===== src/rtl/control_unit_mc.sv =====
// Multicycle Moore control unit for the 16-bit RISC datapath: fetch/decode/execute
// sequencing with memory wait states, conditional branch, halt and illegal-opcode trap.
module control_unit_mc #(
  parameter int                 INSTR_W  = 16,
  parameter int                 OPC_W    = 4,
  parameter int                 RADDR_W  = 4,
  parameter logic [RADDR_W-1:0] PC_IDX   = {RADDR_W{1'b1}},
  parameter int                 MEM_WAIT = 1
) (
  input  logic               clk,
  input  logic               rst_n,
  input  logic [INSTR_W-1:0] instruction,
  input  logic               mem_ready,
  input  logic               alu_zero,
  output logic               anop,
  output logic               aop,
  output logic               reg_r,
  output logic               reg_w,
  output logic               t1oe,
  output logic               t1ce,
  output logic               t2oe,
  output logic               t2ce,
  output logic               pcoe,
  output logic               c1oe,
  output logic               marce,
  output logic               maroe,
  output logic               mdrce,
  output logic               mdroe,
  output logic               mdrput,
  output logic               mdrget,
  output logic               mem_read,
  output logic               mem_write,
  output logic               irce,
  output logic [2:0]         opr_sel,
  output logic [RADDR_W-1:0] reg_addr_bus,
  output logic               halted,
  output logic               trap,
  output logic [3:0]         state_dbg
);

  typedef enum logic [3:0] {
    ST_F0 = 4'd0, ST_F1 = 4'd1, ST_F2 = 4'd2, ST_D0 = 4'd3,
    ST_E0 = 4'd4, ST_E1 = 4'd5, ST_E2 = 4'd6, ST_E3 = 4'd7,
    ST_E4 = 4'd8, ST_E5 = 4'd9, ST_E6 = 4'd10, ST_E7 = 4'd11,
    ST_BR0 = 4'd12, ST_BR1 = 4'd13, ST_BR2 = 4'd14, ST_HLT = 4'd15
  } state_t;

  state_t state_r;
  state_t next_s;
  logic   z_q;
  logic   trap_r;

  logic [OPC_W-1:0]   opc_s;
  logic [3:0]         op4_s;
  logic [RADDR_W-1:0] d_s;
  logic [RADDR_W-1:0] sx_s;
  logic [RADDR_W-1:0] sy_s;
  logic               illegal_s;
  logic               is_bz_s;
  logic               is_link_s;
  logic               is_load_s;
  logic               ready_s;
  logic [2:0]         alu_op_s;
  logic               dxw_s;
  logic               sxw_s;
  logic               syw_s;

  assign opc_s     = instruction[INSTR_W-1 -: OPC_W];
  assign op4_s     = opc_s[3:0];
  assign d_s       = instruction[3*RADDR_W-1 -: RADDR_W];
  assign sx_s      = instruction[2*RADDR_W-1 -: RADDR_W];
  assign sy_s      = instruction[RADDR_W-1:0];
  // Anything at or above 0xF (including the upper range of a wider opcode) traps
  assign illegal_s = (opc_s >= OPC_W'(4'hF));
  assign is_bz_s   = (op4_s == 4'hD);
  assign is_link_s = (op4_s == 4'hC);
  assign is_load_s = (op4_s == 4'hA);
  assign ready_s   = (MEM_WAIT != 0) ? mem_ready : 1'b1;

  // ALU function for E1; 8 and 9 alias add and sub
  always_comb begin
    case (op4_s)
      4'h8:    alu_op_s = 3'b001;
      4'h9:    alu_op_s = 3'b010;
      default: alu_op_s = op4_s[2:0];
    endcase
  end

  // State register plus branch flag and trap flag
  always_ff @(posedge clk) begin
    if (!rst_n) begin
      state_r <= ST_F0;
      z_q     <= 1'b0;
      trap_r  <= 1'b0;
    end else begin
      state_r <= next_s;
      if (state_r == ST_E1 && is_bz_s) z_q <= alu_zero;
      if (state_r == ST_D0 && illegal_s) trap_r <= 1'b1;
    end
  end

  // Next-state logic
  always_comb begin
    next_s = state_r;
    case (state_r)
      ST_F0:  next_s = ST_F1;
      ST_F1:  if (ready_s) next_s = ST_F2; else next_s = ST_F1;
      ST_F2:  next_s = ST_D0;
      ST_D0: begin
        if (illegal_s) begin
          next_s = ST_HLT;
        end else begin
          case (op4_s)
            4'h0:                                           next_s = ST_F0;
            4'h1, 4'h2, 4'h3, 4'h4, 4'h5, 4'h8, 4'h9, 4'hC, 4'hD: next_s = ST_E0;
            4'h6, 4'h7:                                     next_s = ST_E3;
            4'hA, 4'hB:                                     next_s = ST_E5;
            default:                                        next_s = ST_HLT;
          endcase
        end
      end
      ST_E0:  next_s = ST_E1;
      ST_E1: begin
        if (is_bz_s) next_s = alu_zero ? ST_BR0 : ST_F0;
        else         next_s = ST_E2;
      end
      ST_E2:  next_s = ST_F0;
      ST_E3:  next_s = ST_E4;
      ST_E4:  next_s = ST_E2;
      ST_E5:  next_s = ST_E6;
      ST_E6:  if (is_load_s && !ready_s) next_s = ST_E6; else next_s = ST_E7;
      ST_E7:  if (!is_load_s && !ready_s) next_s = ST_E7; else next_s = ST_F0;
      // BR0 is only reachable with z_q set; the guard keeps a corrupted state from branching
      ST_BR0: if (z_q) next_s = ST_BR1; else next_s = ST_F0;
      ST_BR1: next_s = ST_BR2;
      ST_BR2: next_s = ST_F0;
      ST_HLT: next_s = ST_HLT;
      default: next_s = ST_F0;
    endcase
  end

  // Moore strobe decode; everything forced low while reset is held
  always_comb begin
    anop = 1'b0; aop = 1'b0; reg_r = 1'b0; reg_w = 1'b0;
    t1oe = 1'b0; t1ce = 1'b0; t2oe = 1'b0; t2ce = 1'b0;
    pcoe = 1'b0; c1oe = 1'b0; marce = 1'b0; maroe = 1'b0;
    mdrce = 1'b0; mdroe = 1'b0; mdrput = 1'b0; mdrget = 1'b0;
    mem_read = 1'b0; mem_write = 1'b0; irce = 1'b0;
    opr_sel = 3'b000; halted = 1'b0; trap = 1'b0; state_dbg = 4'd0;
    dxw_s = 1'b0; sxw_s = 1'b0; syw_s = 1'b0;
    if (rst_n) begin
      state_dbg = state_r;
      case (state_r)
        ST_F0:  begin reg_r = 1'b1; pcoe = 1'b1; t1ce = 1'b1; marce = 1'b1; anop = 1'b1; end
        ST_F1:  begin
          aop = 1'b1; opr_sel = 3'b001; t1oe = 1'b1; c1oe = 1'b1; t2ce = 1'b1;
          maroe = 1'b1; mdrce = 1'b1; mem_read = 1'b1;
        end
        ST_F2:  begin anop = 1'b1; mdroe = 1'b1; mdrget = 1'b1; irce = 1'b1; end
        ST_D0:  begin reg_w = 1'b1; pcoe = 1'b1; t2oe = 1'b1; anop = 1'b1; end
        ST_E0:  begin
          reg_r = 1'b1; t1ce = 1'b1; anop = 1'b1;
          if (is_link_s) pcoe = 1'b1; else sxw_s = 1'b1;
        end
        ST_E1:  begin
          aop = 1'b1; t1oe = 1'b1; t2ce = 1'b1;
          if (is_link_s) begin
            c1oe = 1'b1; opr_sel = 3'b001;
          end else if (is_bz_s) begin
            opr_sel = 3'b000;
          end else begin
            reg_r = 1'b1; syw_s = 1'b1; opr_sel = alu_op_s;
          end
        end
        ST_E2:  begin reg_w = 1'b1; dxw_s = 1'b1; t2oe = 1'b1; anop = 1'b1; end
        ST_E3:  begin reg_r = 1'b1; sxw_s = 1'b1; t1ce = 1'b1; anop = 1'b1; end
        ST_E4:  begin
          t1oe = 1'b1; t2ce = 1'b1; aop = 1'b1;
          opr_sel = op4_s[0] ? 3'b111 : 3'b110;
        end
        ST_E5:  begin reg_r = 1'b1; sxw_s = 1'b1; marce = 1'b1; anop = 1'b1; end
        ST_E6:  begin
          anop = 1'b1; mdrce = 1'b1;
          if (is_load_s) begin maroe = 1'b1; mem_read = 1'b1; end
          else           begin reg_r = 1'b1; dxw_s = 1'b1; end
        end
        ST_E7:  begin
          anop = 1'b1;
          if (is_load_s) begin reg_w = 1'b1; dxw_s = 1'b1; mdroe = 1'b1; mdrget = 1'b1; end
          else           begin maroe = 1'b1; mdrput = 1'b1; mem_write = 1'b1; end
        end
        ST_BR0: begin reg_r = 1'b1; dxw_s = 1'b1; t1ce = 1'b1; anop = 1'b1; end
        ST_BR1: begin t1oe = 1'b1; t2ce = 1'b1; aop = 1'b1; opr_sel = 3'b000; end
        ST_BR2: begin reg_w = 1'b1; pcoe = 1'b1; t2oe = 1'b1; anop = 1'b1; end
        ST_HLT: begin halted = 1'b1; trap = trap_r; end
        default: begin halted = 1'b0; end
      endcase
    end else begin
      state_dbg = 4'd0;
    end
  end

  // Register address mux, PC output has priority
  always_comb begin
    if (pcoe)       reg_addr_bus = PC_IDX;
    else if (dxw_s) reg_addr_bus = d_s;
    else if (sxw_s) reg_addr_bus = sx_s;
    else if (syw_s) reg_addr_bus = sy_s;
    else            reg_addr_bus = {RADDR_W{1'b0}};
  end

endmodule

===== config.mk =====
export PLATFORM = sky130hd
export DESIGN_NAME = control_unit_mc
export DESIGN_NICKNAME = d
export VERILOG_FILES = /design/src/rtl/control_unit_mc.sv
export SDC_FILE = /design/constraint.sdc
export NUM_CORES = 1
export LEC_CHECK = 0
export CAP_MARGIN = 20
export CORE_MARGIN = 2
export CORE_UTILIZATION = 37
export CTS_BUF_LIST = sky130_fd_sc_hd__clkbuf_16
export DETAILED_ROUTE_END_ITERATION = 10
export PLACE_DENSITY = 0.76
export SKIP_LAST_GASP = 1
export SLEW_MARGIN = 20
export SYNTH_ARGS = -nofsm -noshare
export SYNTH_HDL_FRONTEND = slang
export SYNTH_SLANG_ARGS = --single-unit

===== constraint.sdc =====
create_clock -name clk -period 2.2 [get_ports clk]
set_input_delay 0.44 -clock clk [delete_from_list [all_inputs] [get_ports clk]]
set_output_delay 0.44 -clock clk [all_outputs]
set_load 0.005 [all_outputs]

==> summary.txt, run 1 <==
STA
  – Clock Skew: roughly 0.00016 ns
  – Fin Setup TNS: -0.9327 ns
  – Setup WS post-layout: -0.2835 ns
  – RSZ-0062 raised after global routing: true
  – Final hold viol count: 0
  – Highest Clock Rate: about 0.40 GHz
  – Fin crit period: ~2.5 ns
  – Worst slew pin tran: 0.3242 ns
  – Final Cycle Share: 112.9%
  – Final Slew Violations: 0
  – Max-slew headroom: approximately four fifths
  – Final setup viols: 5

Synth
  – Ys async rst share: 0%
  – Number of synthesized register bits: 6
  – Synthesized Nets: 187
  – Mapped Cells: around 170
  – YS warnings: 0
  – Sequential element share of the synthesized area: 10.87%
  – Yosys top cell by area: dfxtp_1
  – Number of synthesized flops with an enable pin: 0
  – Synthesized area: between 0.001 and 0.0015 mm^2
  – Synth top area share: a little over a tenth
  – Syn_area_per_cell: between 6 and 7 um^2
  – Count of different cell masters after synthesis: 51
  – Synth area leaders: dfxtp_1, nor2_1, a21oi_1
  – Ys flop type: dfxtp_1

Drt
  – Vias per inst: 6.287
  – Routed vias: around 1900
  – # DRC: 2
  – 1st-iter DRT viols: between 150 and 200
  – Pre-antenna DRT Iters: 8
  – Wire per inst: around 20 um
  – ANT nets after route: 0
  – Total wire length: approximately 6000 um

Clock network
  – TritonCTS Buffers: 3
  – CTS H-Tree Depth: 1
  – CTS tree: yes
  – Clk_lat worst skew: 0.23 ns
  – Clock Tree Buf Depth: 2
  – Reg clk slew, reported paths: 0.03 ns
  – CTS Hold Buffers Added: 0
  – Clk root buf: clkbuf_16
  – CTS Sinks: 6

Power
  – Clock share of power: about 41%
  – Power per cell area: 317.0 mW/mm^2
  – Peak supply drop: 0.0005021 V
  – Net Sw Power: about 0.00020 W
  – Leak: 1.083 nW
  – Int Pwr: 0.0005079 W
  – Combinational power share: between 40% and 50%
  – Switch share: 28.59%
  – Seq pwr share: 16.4%

Cells and area
  – Layout cell share with drive strength beyond 1: a little over two fifths
  – Multi-input gate area: around 990 um^2
  – Final #Nets: about 290
  – Filler Cell Count: 190
  – Area grow syn2layout: 103.1%
  – Antenna fix cells: 0
  – Commonest non-fill, non-tap cell in the layout: buf_4
  – Register Area: 126.4 um^2
  – Most frequent cells in the layout: buf_4, nor2_1, clkdlybuf4s50_1

Critical path
  – Crit Path Max Fanout: 4
  – Crit. End Element: output pin
  – WP data arrival: between 2 and 2.5 ns
  – Critical setup path kind: in2out
  – R2R depth: 6
  – Flop2flop setup slack: about 0.5 ns
  – Req. time, crit path: about 1.8 ns
  – Setup crit start kind: primary input

Floorplan
  – Die Width: 58.65 um
  – Starting Density: 39.38%
  – I/O pins: 52
  – Die area: roughly 0.0034 mm^2
  – Area of the core: 0.002805 mm^2
  – Die height: approximately 59 um
  – Rows: 19

Global routing
  – Number of global-route vias before repair: about 1800
  – Overflow after GRT: 0
  – First-pass GRT wire length: approximately 8700 um
  – Gr usage total: roughly a third
  – Initial antenna violation count: 0
  – Largest net degree at the start of global routing: 15

Outcome
  – Failing checks: design-rule violations, negative setup slack
  – Status: finished with violations

Min path
  – Worst hold-check path type: reg2reg
  – Hold Path Depth: 2

Job
  – Max-cap violations: 0

Placement
  – Post-detail-place hpwl: 3354 um
  – GPL Wtd Cong: 0.9674
  – Post-place setup slack: -0.8819 ns
  – Port buffer count: 51
==> flip-flops by register name, indices dropped and copies added, names as in the netlist <==
register,count
state_r,4
trap_r,1
z_q,1
==> cells by family (layout without fill, tap and decap cells) <==
logic type                after synthesis  after routing  synth area share [%]
and+or+nand+nor                        80             80                 41.11
AOI/OAI and AO/OA                      52             52                 33.07
buffers and inverters                  25            123                 11.66
DFF                                     6              6                 10.87
xor gates and xnor gates                3              3                 2.379
muxes                                   1              1                0.9060
==> what timing repair did <==
item,CTS,global route
buffers inserted,21,4
endpoints found under the hold margin,0,0
endpoints found under the setup margin,31,15
resized for setup,97,27
pin swaps,22,14
==> Yosys cell counts (all sizes together), types with 2 or more instances <==
cell type and n:
a21o 3, a21oi 11, a221o 4, a221oi 2, a22oi 2, a31oi 4, and2 3, and3 3
and4bb 2, buf 12, clkbuf 8, dfxtp 6, inv 5, nand2 11, nand2b 6, nand3 6
nand3b 4, nand4 5, nor2 19, nor2b 6, nor3 4, o211ai 3, o21ai 11, or2 3
xnor2 3
==> power groups by stage <==
| stage | combinational, W | clock [W] | sequential (W) |
|---|---|---|---|
| floorplan | 0.000115 | 0 | 0.000116 |
| global placement | 0.000251 | 0 | 0.000116 |
| detailed placement | 0.000259 | 0 | 0.000116 |
| CTS | 0.000274 | 0.000295 | 0.000116 |
| global route | 0.000319 | 0.000302 | 0.000116 |
| finish | 0.000303 | 0.000291 | 0.000116 |
==> final timing paths <==
path	start	endpoint
hold reg to reg	trap_r	trap_r
setup reg to reg	state_r[2]	state_r[3]
setup / recovery	instruction[13]	reg_addr_bus[1]
hold / removal	trap_r	trap_r
==> per-layer routing <==
metal | up-vias | wire, um | share of wire [%] | GRT usage [%]
li1 | 819 | - | - | -
met1 | 872 | 2119 | 36 | 37.70
met2 | 134 | 2878 | 49 | 56.50
met3 | 36 | 461 | 7.8 | 5.275
met4 | 0 | 414 | 7.0 | 22.40
met5 | - | 0 | 0 | 0
==> cell type report <==
type / count / area share, %
clock buffers: 3 / 3.346
inverters: 5 / 1.004
multi-input cells: 136 / 44.28
flip-flops and latches: 6 / 5.633
well taps: 31 / 1.729
repair buffers: 115 / 44.00
==> worst max-delay path: stages <==
cell,delay (ns)
buf_2,0.11
buf_6,0.11
nand3b_1,0.24
buf_4,0.20
o211ai_1,0.28
a21oi_2,0.14
a221o_1,0.37
buf_2,0.15
==> per-stage QoR <==
step	std cells	total power, W	util (%)	cell area (um^2)	hold slack, ns
finish	296	0.0007112	79.97	2243	0.4807
detailed placement	270	0.0003748	66.01	1852	0.4703
floorplan	167	0.0002303	-	1105	0.4285
global placement	270	0.0003667	66.01	1852	0.4576
global route	296	0.0007369	79.97	2243	0.5280
CTS	293	0.0006853	77.07	2162	0.4793
No activity file was read; power rests on OpenSTA's default activity.
==> run 2: changes to the inputs <==
--- a/config.mk
+++ b/config.mk
@@ -11,6 +11,7 @@
 export CTS_BUF_LIST = sky130_fd_sc_hd__clkbuf_16
 export DETAILED_ROUTE_END_ITERATION = 10
 export PLACE_DENSITY = 0.76
+export SETUP_SLACK_MARGIN = 0.02
 export SKIP_LAST_GASP = 1
 export SLEW_MARGIN = 20
 export SYNTH_ARGS = -nofsm -noshare
==> run 2 against run 1 <==
Net effect: the flow still finishes with violations (design-rule violations, negative setup slack); register-to-register slack barely moved; sequential cell count did not move; hold slack got worse by 0.011 ns; via count rose by 6.7%; clock power rose by 1%; fmax rose by 2.1%; critical endpoint is now reg_addr_bus[3]; largest power group unchanged.
==> summary.txt, run 2 (synthesis gave the netlist of run 1 again) <==
Global routing
  – Overflow after GRT: 0
  – Largest net degree at the start of global routing: 15
  – First-pass GRT wire length: 8749 um
  – Number of global-route vias before repair: ~1900
  – Initial antenna violation count: 0
  – Gr usage total: 33.64%

Power
  – Net Sw Power: 0.0002223 W
  – Clock share of power: 39.6%
  – Combinational power share: ~45%
  – Leak: ~1.1 nW
  – Peak supply drop: 0.0005643 V
  – Switch share: 29.81%
  – Tot Pwr: about 0.00075 W
  – Seq pwr share: between 10% and 20%
  – Int Pwr: 0.0005235 W
  – Power per cell area: approximately 320 mW/mm^2

Cells and area
  – Area grow syn2layout: 112.1%
  – Commonest non-fill, non-tap cell in the layout: buf_4
  – Biggest register: state_r
  – Largest regs: state_r (4), trap_r (1), z_q (1)
  – Final #Nets: 294
  – Flip-flop count of the largest register after layout: 4
  – Final Cell Area: approximately 0.0023 mm^2
  – Antenna fix cells: 0
  – Most frequent cells in the layout: buf_4, buf_6, clkdlybuf4s50_1
  – Layout cell share with drive strength beyond 1: 47.06%
  – Final core utilization: 83.54%

Placement
  – Post-place setup slack: -0.8819 ns
  – Port buffer count: 51
  – Post-detail-place hpwl: between 3000 and 4000 um
  – Cell Area, Placed: 0.001852 mm^2
  – GPL Wtd Cong: about 0.97

STA
  – Worst hold slack: ~0.47 ns
  – Final Slew Violations: 0
  – Final hold viol count: 0
  – Worst slew pin tran: 0.3442 ns
  – Setup WS post-layout: -0.2336 ns
  – Final Cycle Share: 110.6%
  – Clock Skew: approximately 0.0023 ns
  – Max-slew headroom: around 77%
  – Highest Clock Rate: approximately 0.4 GHz
  – Final setup viols: 9
  – Fin crit period: around 2.4 ns
  – RSZ-0062 raised after global routing: true

Critical path
  – WP data arrival: around 2.0 ns
  – Critical Path, Cell by Cell: buf_4 > and4bb_4 > buf_4 > nand4_1 > nand3_1 > a221o_1 > buf_2
  – Worst path most repeated cell: buf_4
  – Flop2flop setup slack: 0.48 ns
  – Crit. End Element: output pin
  – RR Endpoint: state_r[3]
  – Worst r2r src: state_r[2]
  – CP startpoint: state_r[2]
  – Slowest stage cell, crit path: dfxtp_1
  – Crit Path Max Fanout: 6
  – R2R depth: 6
  – Critical setup path kind: reg2out
  – CP max stage delay: around 0.51 ns
  – Req. time, crit path: about 1.8 ns
  – Setup crit start kind: flip-flop

Floorplan
  – Die Width: slightly below 60 um
  – Starting Density: between 30% and 40%
  – Die height: between 50 and 60 um
  – Area of the core: between 0.002 and 0.003 mm^2
  – Rows: 19
  – I/O pins: 52
  – Die area: ~0.0034 mm^2

Clock network
  – Clk root buf: clkbuf_16
  – CTS Sinks: 6
  – CTS H-Tree Depth: 1
  – Clock Tree Buf Depth: 2
  – Reg clk slew, reported paths: roughly 0.03 ns
  – Clk_lat worst skew: roughly 0.23 ns
  – TritonCTS Buffers: 3
  – CTS tree: yes

Job
  – Max-cap violations: 0

Min path
  – WHS Endpoint: trap_r
  – Worst hold-check path type: reg2reg
  – Hold path start: trap_r
  – Hold Path Depth: 2

Drt
  – ANT nets after route: 0
  – Routed vias: between 1500 and 2000
  – Wire per inst: 22.16 um
  – Pre-antenna DRT Iters: 8
  – 1st-iter DRT viols: ~160
  – Total wire length: approximately 6700 um
  – # DRC: 2
  – Vias per inst: 6.554

Outcome
  – Status: finished with violations
  – Failing checks: design-rule violations, negative setup slack
run 2: cell count changes in the layout (fill, tap and decap cells not counted), moves of 2 or more:
cell	delta
dlygate4sd2_1	-2
buf_4	+4
clkbuf_2	+2
buf_6	+6
buf_8	-2
run 2: metrics by stage:
| step | TNS, ns | instances |
|---|---|---|
| 3_5_place_dp | -13.35 | 270 |
| 6_report | -1.174 | 303 |
| 2_1_floorplan | 0 | 167 |
| 3_3_place_gp | -12.31 | 270 |
| 5_1_grt | -1.682 | 303 |
| 4_1_cts | -0.6308 | 296 |
run 2: layout make-up:
type	count	area [um^2]
timing repair buffer	122	1052
multi-input combinational	136	1031
fill	162	461.7
sequential	6	123.9
clock buffer	3	75.07
tap	31	38.79
inverter	5	22.52
run 2: worst max-delay path by stage:
| stage | to |
|---|---|
| after global routing | reg_addr_bus[1] |
| after detailed placement | reg_addr_bus[0] |
| after floorplan | reg_addr_bus[0] |
| final | reg_addr_bus[3] |
| after global placement | reg_addr_bus[1] |
| after CTS | reg_addr_bus[0] |
run 2: routing by layer:
metal | vias up | track usage, % | wire [um]
met4 | 0 | 22.40 | 570
met5 | - | 0 | 0
li1 | 832 | - | -
met1 | 918 | 35.96 | 2252
met2 | 171 | 60.35 | 3262
met3 | 65 | 5.495 | 628
run 2: timing repair:
item                                    in CTS  in global routing
cloned                                       0                  0
buffers inserted                            23                  9
pin swaps                                   22                 21
resized for setup                          106                 36
endpoints found under the setup margin      32                 19
hold buffers                                 0                  0
run 2: power groups by stage:
stage	sequential, W	clock (W)	combinational (W)
floorplan	0.000116	0	0.000115
global placement	0.000116	0	0.000251
detailed placement	0.000116	0	0.000259
CTS	0.000116	0.000295	0.000277
global route	0.000116	0.000299	0.000346
finish	0.000116	0.000295	0.000334
run 2: critical path: cells and delay by family (launching register included):
kind / cells / cell delay (ns)
buffers and inverters: 3 / 0.51
DFF: 1 / 0.51
and+or+nand+nor: 3 / 0.62
AOI/OAI and AO/OA: 1 / 0.12
